**src/rtl/neat_gene_pkg.sv**
```systemverilog
// Shared gene-stream constants, types and helpers for the NEAT genome pipeline.
package neat_gene_pkg;
   localparam int GENE_SZ = 64;
   localparam int ATTR_SZ = 8;
   localparam int LANES   = 3;

   typedef logic [GENE_SZ-1:0] gene_t;
   typedef logic [ATTR_SZ-1:0] attr_t;

   // Field layout of a gene, MSB first: genome_id [63:56], type [55:48], src [47:40], dest [39:32]
   typedef struct packed {
      logic [7:0]  genome_id;
      logic [7:0]  gtype;
      logic [7:0]  src;
      logic [7:0]  dest;
      logic [31:0] payload;
   } gene_fields_t;

   function automatic logic [1:0] popcount3(input logic [LANES-1:0] v);
      return {1'b0, v[0]} + {1'b0, v[1]} + {1'b0, v[2]};
   endfunction
endpackage

```
**src/rtl/gene_stream_collector_if.sv**
```systemverilog
// Lane-input / single-gene-output bundle between the mutation stage and the genome writer.
interface gene_stream_collector_if;
   import neat_gene_pkg::*;

   gene_t              gene_in1;
   gene_t              gene_in2;
   gene_t              gene_in3;
   logic [LANES-1:0]   in_valid;
   attr_t              hidden_node_max_in;
   logic               in_ready;
   gene_t              gene_out;
   logic               out_valid;
   logic               out_ready;
   attr_t              gene_count;
   attr_t              hidden_node_max_out;
   logic               drop_err;

   modport master (
      output gene_in1, gene_in2, gene_in3, in_valid, hidden_node_max_in, out_ready,
      input  in_ready, gene_out, out_valid, gene_count, hidden_node_max_out, drop_err
   );

   modport slave (
      input  gene_in1, gene_in2, gene_in3, in_valid, hidden_node_max_in, out_ready,
      output in_ready, gene_out, out_valid, gene_count, hidden_node_max_out, drop_err
   );
endinterface

```
**src/rtl/gene_fifo_3w1r.sv**
```systemverilog
// Circular gene buffer with three compacted write lanes and one read port.
module gene_fifo_3w1r
   import neat_gene_pkg::*;
#(
   parameter int DEPTH = 8
) (
   input  logic                         clk_i,
   input  logic                         rst_i,
   input  logic                         clr_i,
   input  logic                         push_i,
   input  logic [LANES-1:0]             valid_i,
   input  gene_t [LANES-1:0]            wr_data_i,
   input  logic                         pop_i,
   output gene_t                        rd_data_o,
   output logic [$clog2(DEPTH):0]       occ_o
);
   localparam int PW = $clog2(DEPTH);
   localparam int OW = PW + 1;

   gene_t          mem_q [DEPTH];
   logic [PW-1:0]  wr_ptr_q, wr_ptr_d;
   logic [PW-1:0]  rd_ptr_q, rd_ptr_d;
   logic [OW-1:0]  occ_q, occ_d;
   logic [PW-1:0]  lane_off_s [LANES];
   logic [1:0]     push_cnt_s;

   // Each valid lane lands after the valid lanes older than it, so holes in the mask vanish
   always_comb begin
      push_cnt_s    = push_i ? popcount3(valid_i) : 2'd0;
      lane_off_s[0] = {PW{1'b0}};
      lane_off_s[1] = PW'(valid_i[0]);
      lane_off_s[2] = PW'(valid_i[0]) + PW'(valid_i[1]);
      wr_ptr_d      = wr_ptr_q + PW'(push_cnt_s);
      rd_ptr_d      = rd_ptr_q + PW'(pop_i);
      occ_d         = occ_q + OW'(push_cnt_s) - OW'(pop_i);
   end

   always_ff @(posedge clk_i) begin
      if (rst_i || clr_i) begin
         wr_ptr_q <= {PW{1'b0}};
         rd_ptr_q <= {PW{1'b0}};
         occ_q    <= {OW{1'b0}};
      end else begin
         wr_ptr_q <= wr_ptr_d;
         rd_ptr_q <= rd_ptr_d;
         occ_q    <= occ_d;
      end
   end

   always_ff @(posedge clk_i) begin
      for (int l = 0; l < LANES; l++) begin
         if (push_i && valid_i[l]) begin
            mem_q[wr_ptr_q + lane_off_s[l]] <= wr_data_i[l];
         end
      end
   end

   assign rd_data_o = mem_q[rd_ptr_q];
   assign occ_o     = occ_q;
endmodule

```
**src/rtl/gene_stream_collector.sv**
```systemverilog
// Compacts up to three lane genes per cycle into an in-order single-gene valid/ready stream
// and keeps the per-genome emitted-gene count, hidden-node maximum and sticky drop flag.
module gene_stream_collector
   import neat_gene_pkg::*;
#(
   parameter int DEPTH = 8
) (
   input  logic                   clk,
   input  logic                   rst,
   input  logic                   setup,
   gene_stream_collector_if.slave bus
);
   localparam int OW = $clog2(DEPTH) + 1;

   logic [OW-1:0] occ_s;
   gene_t         rd_data_s;
   logic          clr_s, any_valid_s, out_valid_s, in_ready_s, push_s, pop_s;
   attr_t         gene_count_q, gene_count_d;
   attr_t         hnm_q, hnm_d;
   logic          drop_err_q, drop_err_d;

   // Ready needs room for a full three-lane burst and depends on registered occupancy only
   assign clr_s       = rst | setup;
   assign any_valid_s = (bus.in_valid != {LANES{1'b0}});
   assign out_valid_s = (occ_s != {OW{1'b0}});
   assign in_ready_s  = (occ_s <= OW'(DEPTH - 3));
   assign push_s      = any_valid_s & in_ready_s & ~clr_s;
   assign pop_s       = out_valid_s & bus.out_ready & ~clr_s;

   gene_fifo_3w1r #(.DEPTH(DEPTH)) u_fifo (
      .clk_i     (clk),
      .rst_i     (rst),
      .clr_i     (setup),
      .push_i    (push_s),
      .valid_i   (bus.in_valid),
      .wr_data_i ({bus.gene_in3, bus.gene_in2, bus.gene_in1}),
      .pop_i     (pop_s),
      .rd_data_o (rd_data_s),
      .occ_o     (occ_s)
   );

   always_comb begin
      gene_count_d = gene_count_q;
      hnm_d        = hnm_q;
      drop_err_d   = drop_err_q;
      if (pop_s) gene_count_d = gene_count_q + ATTR_SZ'(1'b1);
      else       gene_count_d = gene_count_q;
      if (push_s && (bus.hidden_node_max_in > hnm_q)) hnm_d = bus.hidden_node_max_in;
      else                                            hnm_d = hnm_q;
      if (any_valid_s && !in_ready_s) drop_err_d = 1'b1;
      else                            drop_err_d = drop_err_q;
   end

   always_ff @(posedge clk) begin
      if (clr_s) begin
         gene_count_q <= {ATTR_SZ{1'b0}};
         hnm_q        <= {ATTR_SZ{1'b0}};
         drop_err_q   <= 1'b0;
      end else begin
         gene_count_q <= gene_count_d;
         hnm_q        <= hnm_d;
         drop_err_q   <= drop_err_d;
      end
   end

   // Empty buffer shows zero rather than a stale entry
   assign bus.gene_out            = out_valid_s ? rd_data_s : {GENE_SZ{1'b0}};
   assign bus.out_valid           = out_valid_s;
   assign bus.in_ready            = in_ready_s;
   assign bus.gene_count          = gene_count_q;
   assign bus.hidden_node_max_out = hnm_q;
   assign bus.drop_err            = drop_err_q;
endmodule

```
**src/flat_wrapper.sv**
```systemverilog
// flat-port wrapper written by rule: the top's interface ports become plain ports
module gene_stream_collector_flat import neat_gene_pkg::*;
#(
   parameter int DEPTH = 8
)
  (clk, rst, setup, bus_gene_in1, bus_gene_in2, bus_gene_in3, bus_in_valid, bus_hidden_node_max_in, bus_out_ready, bus_in_ready, bus_gene_out, bus_out_valid, bus_gene_count, bus_hidden_node_max_out, bus_drop_err);
  gene_stream_collector_if bus_i ();
  input  logic clk;
  input  logic rst;
  input  logic setup;
  input wire logic [$bits(bus_i.gene_in1)-1:0] bus_gene_in1;
  input wire logic [$bits(bus_i.gene_in2)-1:0] bus_gene_in2;
  input wire logic [$bits(bus_i.gene_in3)-1:0] bus_gene_in3;
  input wire logic [$bits(bus_i.in_valid)-1:0] bus_in_valid;
  input wire logic [$bits(bus_i.hidden_node_max_in)-1:0] bus_hidden_node_max_in;
  input wire logic [$bits(bus_i.out_ready)-1:0] bus_out_ready;
  output wire logic [$bits(bus_i.in_ready)-1:0] bus_in_ready;
  output wire logic [$bits(bus_i.gene_out)-1:0] bus_gene_out;
  output wire logic [$bits(bus_i.out_valid)-1:0] bus_out_valid;
  output wire logic [$bits(bus_i.gene_count)-1:0] bus_gene_count;
  output wire logic [$bits(bus_i.hidden_node_max_out)-1:0] bus_hidden_node_max_out;
  output wire logic [$bits(bus_i.drop_err)-1:0] bus_drop_err;
  assign bus_i.gene_in1 = bus_gene_in1;
  assign bus_i.gene_in2 = bus_gene_in2;
  assign bus_i.gene_in3 = bus_gene_in3;
  assign bus_i.in_valid = bus_in_valid;
  assign bus_i.hidden_node_max_in = bus_hidden_node_max_in;
  assign bus_i.out_ready = bus_out_ready;
  assign bus_in_ready = bus_i.in_ready;
  assign bus_gene_out = bus_i.gene_out;
  assign bus_out_valid = bus_i.out_valid;
  assign bus_gene_count = bus_i.gene_count;
  assign bus_hidden_node_max_out = bus_i.hidden_node_max_out;
  assign bus_drop_err = bus_i.drop_err;
  gene_stream_collector #(.DEPTH(DEPTH)) u_core (.clk(clk), .rst(rst), .setup(setup), .bus(bus_i));
endmodule
```
**config.mk**
```make
export PLATFORM = sky130hd
export DESIGN_NAME = gene_stream_collector_flat
export DESIGN_NICKNAME = d
export VERILOG_FILES = /design/src/rtl/neat_gene_pkg.sv /design/src/rtl/gene_stream_collector_if.sv /design/src/rtl/gene_fifo_3w1r.sv /design/src/rtl/gene_stream_collector.sv /design/src/flat_wrapper.sv
export SDC_FILE = /design/constraint.sdc
export NUM_CORES = 1
export LEC_CHECK = 0
export CORE_MARGIN = 3
export CORE_UTILIZATION = 30
export DETAILED_ROUTE_END_ITERATION = 16
export PLACE_DENSITY = 0.51
export SYNTH_ARGS = -nofsm -noshare
export SYNTH_HDL_FRONTEND = slang
export SYNTH_SLANG_ARGS = --single-unit
```
**constraint.sdc**
```tcl
create_clock -name clk -period 6.2 [get_ports clk]
set_input_delay 1.24 -clock clk [delete_from_list [all_inputs] [get_ports clk]]
set_output_delay 1.24 -clock clk [all_outputs]
set_load 0.05 [all_outputs]
```
* After elaboration in Yosys (flattened, before gate mapping)
Memories as Yosys holds them, arrays and structs flattened. A register that Yosys moved wholly into a read port is not among the register bits. Index checks and enable logic that the tools add are counted.
Word-level totals: bits in registers 27, memory bits (writable) 512, bits of input ports 207, output and inout bits 83, word-level logic and storage cells 43, memories kept 1
Cells by class: reductions and logical operators 9, bitwise operators 6, order comparisons 2, mux-type cells 9, $add $sub $neg 10
Memory list:
- u_core.u_fifo.mem_q | words 8, bits a word 64, rd ports 1, clocked after memory_dff 1, write ports 3, RTL line gene_fifo_3w1r.sv:20 | gene_t mem_q [DEPTH];
Operators by type and width (number):
- $mux W64 | 1
- $add A8 B1 Y8 const B | 1
- $gt A8 B8 Y1 | 1
- $add A3 B1 Y3 | 2
- $add A3 B2 Y3 | 2
- $mux W1 | 6
- $logic_and A1 B1 Y1 | 5
- $add A1 B1 Y2 | 2
- $add A4 B2 Y4 | 1
- $and A1 B1 Y1 | 4
- $le A4 B3 Y1 const B | 1
- $reduce_bool A4 Y1 | 1
- $sub A4 B1 Y4 | 1
- $mux W3 | 1
- $reduce_bool A3 Y1 | 1
- $add A2 B1 Y2 | 1
- $mux W2 | 1
- $logic_not A1 Y1 | 1
- $logic_or A1 B1 Y1 | 1
- $not A1 Y1 | 1
- $or A1 B1 Y1 | 1

* Longest topological paths before layout
word-level depth 6, gate-level depth with buffers 13, mapped depth without buffers 13

* Hierarchy
From an unflattened synthesis, not the netlist that was laid out.
Unflattened totals: cell total of the unflattened synthesis 3494, area total of the unflattened synthesis 32367.3 µm²
By module, submodules not included:
- gene_fifo_3w1r | sequential area each 15574.9 µm², cells each 3316, area an instance 31004.7 µm², instances 1
- gene_stream_collector | sequential area each 340.3 µm², cells each 178, area an instance 1362.6 µm², instances 1

* Worst setup path after synthesis
OpenSTA, ideal clock, no wires.
path type in2reg, from input bus_in_valid[0], to memory u_core.u_fifo.mem_q[5][0] in the netlist's numbering, enable pin, stages 8, required time 5349 ps, data arrival time 4291 ps, slack 1057 ps, buffers on the path 2, setup time 851 ps, path through fa_1 ha_1 xnor2_1 nor3_2 nand2_1 clkbuf_1 buf_2 nand3_1
RTL lines:
- start: declaration | RTL line flat_wrapper.sv:14 | input wire logic [$bits(bus_i.in_valid)-1:0] bus_in_valid;
- end: declaration | RTL line gene_fifo_3w1r.sv:20

==> results_dict.tcl <==
set metrics [dict create \
    critical_path_fanouts_max 40 \
    drive_above_1_share 0.419 \
    grt_setup_unrepaired "no" \
    run_status "finished clean" \
    max_slew.worst_pin.slew_ns 1.17 \
    setup-violations-final 0 \
    dp.cells 3950 \
    dr_total_vias 22897 \
    p_leak_nw 12.7 \
    drt_pass1_iterations 5 \
    finalSetupTns_ns 0 \
    die-height_um 338 \
    cts.path.max_buffers 3 \
    report.final.slew_viol_count 0 \
    area_delta_synth_final_pct 21.1 \
    global_route.usage.total 0.215 \
    postCtsResizedCells 0 \
    hp-class "reg2reg" \
    first_global_vias 24910 \
    hold_viol_final 0 \
    cts_htree_levels 3 \
    cts_setup_buffers 0 \
    worst_ep_arrival_time_ns 3.66 \
    synth_cells 2307 \
    port-buffer-count 289 \
    syn_avg_cell_area_um2 14.4 \
    ant_nets 0 \
    asyncSetResetFlopFracSynth 0 \
    grt_pass1_wl_um 181000 \
    placement_rows 121 \
    holdWs_ns 0.470 \
    synth_cell_types 46 \
    cellPowerDensity_mw_per_mm2 237 \
    timing.clock.skew_ns 0.0398 \
    crit_path_start_kind "flop" \
    drt_iter0_markers 1880 \
    floorplan.core_area_mm2 0.109 \
    worst_setup_path_end_kind "output pin" \
    synthesis.area_mm2 0.0331 \
    synth_sequential_area_ratio 0.480 \
    layout.cells.most_common_list "mux2_2 (763), edfxtp_1 (512), clkdlybuf4s50_1 (289)" \
    layoutNonFillerInstCount 4082 \
    tritoncts "done" \
    fill_cells 10459 \
    post_synth_net_total 2540 \
    drt-total-wl_um 126000 \
    grt_max_degree 65 \
    clkLatencyLatePin_ns 0.63 \
    place.gp.congestion 0.796 \
    achievable-frequency_ghz 0.204 \
    dieWidth_um 338 \
    cts.hold.buffers_added 0 \
    route.detailed.wl_per_inst_um 30.8 \
    ys_warn_count 0 \
    ys_ff_latch 539 \
    synth_enable_flop_cells 512 \
    vdd_ir_drop_max_uv 176 \
    avgViaCountPerCell 5.61 \
    final.period_utilization 0.790 \
    layout.nets 2778 \
    max_cap_violations 0 \
    timing.setup.critical_path_class "reg2out" \
    initial_antenna_violation_count 20 \
    clock-root-buffer "clkbuf_16" \
    p_total_w 0.00952 \
    final_common_cell "mux2_2" \
    path_clk_slew_ns 0.06 \
    grt_remaining_overflow 0 \
    dp_hpwl_um 72800 \
    top_level_ports 290 \
    period_needed_ns 4.90 \
    timing.max_slew.rel_slack 0.223 \
    worst-endpoint-required_ns 4.96 \
    cts-buffers-inserted 69 \
    start_util 0.303 \
    drc 0 \
    numClockSinks 539 \
    floorplan.die_area_mm2 0.115 \
    synth_top_flop_cell "edfxtp_1" \
]
==> sequential cells by signal, summed over array words and instances, names as in the netlist <==
signal / cells
u_core.bus.hidden_node_max_out: 8
u_core.u_fifo.occ_o: 4
u_core.u_fifo.wr_ptr_q: 3
u_core.u_fifo.mem_q: 512
u_core.u_fifo.rd_ptr_q: 3
u_core.bus.drop_err: 1
u_core.bus.gene_count: 8
==> power breakdown <==
| group | internal, W | switching (W) |
|---|---|---|
| registers | 0.00408 | 0.0000239 |
| clock network | 0.00219 | 0.00165 |
| logic | 0.000664 | 0.000906 |
| total | 0.00693 | 0.00258 |
==> area by class of cell <==
cell class              instances  area [um^2]  area share
flip-flops and latches        539        15900       0.397
inverters                      31          116     0.00290
diodes                         12         30.0    0.000748
well taps                    1476         1850      0.0460
multi-input cells            1542        16500       0.410
clock buffers                  86         1840      0.0459
repair buffers                362         3680      0.0916
clock inverters                34          241     0.00602
==> routing by layer <==
layer  wire, um  vias to the layer above  GRT usage  share of wire
met5         55                        -          0        0.00044
met4       3360                        8     0.0693          0.027
met1      51300                    11978      0.273           0.41
met2      63000                      943      0.373           0.50
li1           -                     9727          -              -
met3       7920                      241     0.0332          0.063
==> kinds of logic after synthesis <==
kind of cell | after synthesis | synth area share
AND/OR/NAND/NOR | 235 | 0.0311
AO/OA/AOI/OAI | 280 | 0.0688
XOR/XNOR | 14 | 0.00370
buffers and inverters | 226 | 0.0294
flip-flops | 539 | 0.480
adder cells (fa/ha/maj) | 26 | 0.0107
multiplexers | 987 | 0.376
==> metrics by stage <==
step	utilization	cell area [um^2]	setup slack [ns]
global route	0.367	40100	1.18
detailed placement	0.348	38000	1.03
global placement	0.348	38000	1.05
CTS	0.367	40100	1.23
finish	0.367	40100	1.30
floorplan	-	33100	1.06
==> path summary, 6_finish.rpt <==
| path | from | endpoint | slack [ns] | cells after the start |
|---|---|---|---|---|
| max | u_core.u_fifo.rd_ptr_q[1] | bus_gene_out[31] | 1.30 | 5 |
| min | u_core.bus.drop_err | u_core.bus.drop_err | 0.47 | 2 |
| max reg2reg | u_core.u_fifo.wr_ptr_q[0] | u_core.u_fifo.mem_q[2][30] | 2.53 | 9 |
| min reg2reg | u_core.bus.drop_err | u_core.bus.drop_err | 0.47 | 2 |
==> critical path, stage by stage (launching register included) <==
cell and delay [ns]:
dfxtp_4 0.93, buf_4 0.51, mux4_2 0.38, mux2i_1 0.37
nor2_1 0.08, clkdlybuf4s50_1 0.72
==> cells in the mapped netlist (4+ instances only) <==
library cell / instances / area [um^2]
and2_1: 8 / 50.1
a22oi_1: 26 / 195
mux4_2: 128 / 2880
nand3_1: 13 / 65.1
nand3b_1: 4 / 30.0
or3_1: 4 / 25.0
nand2_1: 91 / 342
inv_1: 31 / 116
buf_1: 36 / 135
edfxtp_1: 512 / 15400
ha_1: 22 / 275
a21oi_1: 6 / 30.0
clkbuf_1: 90 / 338
xnor2_1: 9 / 78.8
fa_1: 4 / 80.1
xor2_1: 5 / 43.8
a2bb2oi_1: 26 / 228
o21ai_0: 28 / 140
buf_2: 55 / 275
mux2i_1: 72 / 721
nor2_1: 84 / 315
mux2_2: 763 / 8590
nor3_1: 6 / 30.0
nand4_1: 4 / 25.0
buf_4: 13 / 97.6
o2bb2ai_1: 185 / 1620
dfxtp_1: 27 / 541
mux2_1: 24 / 270
No activity file was read; power rests on OpenSTA's default activity.
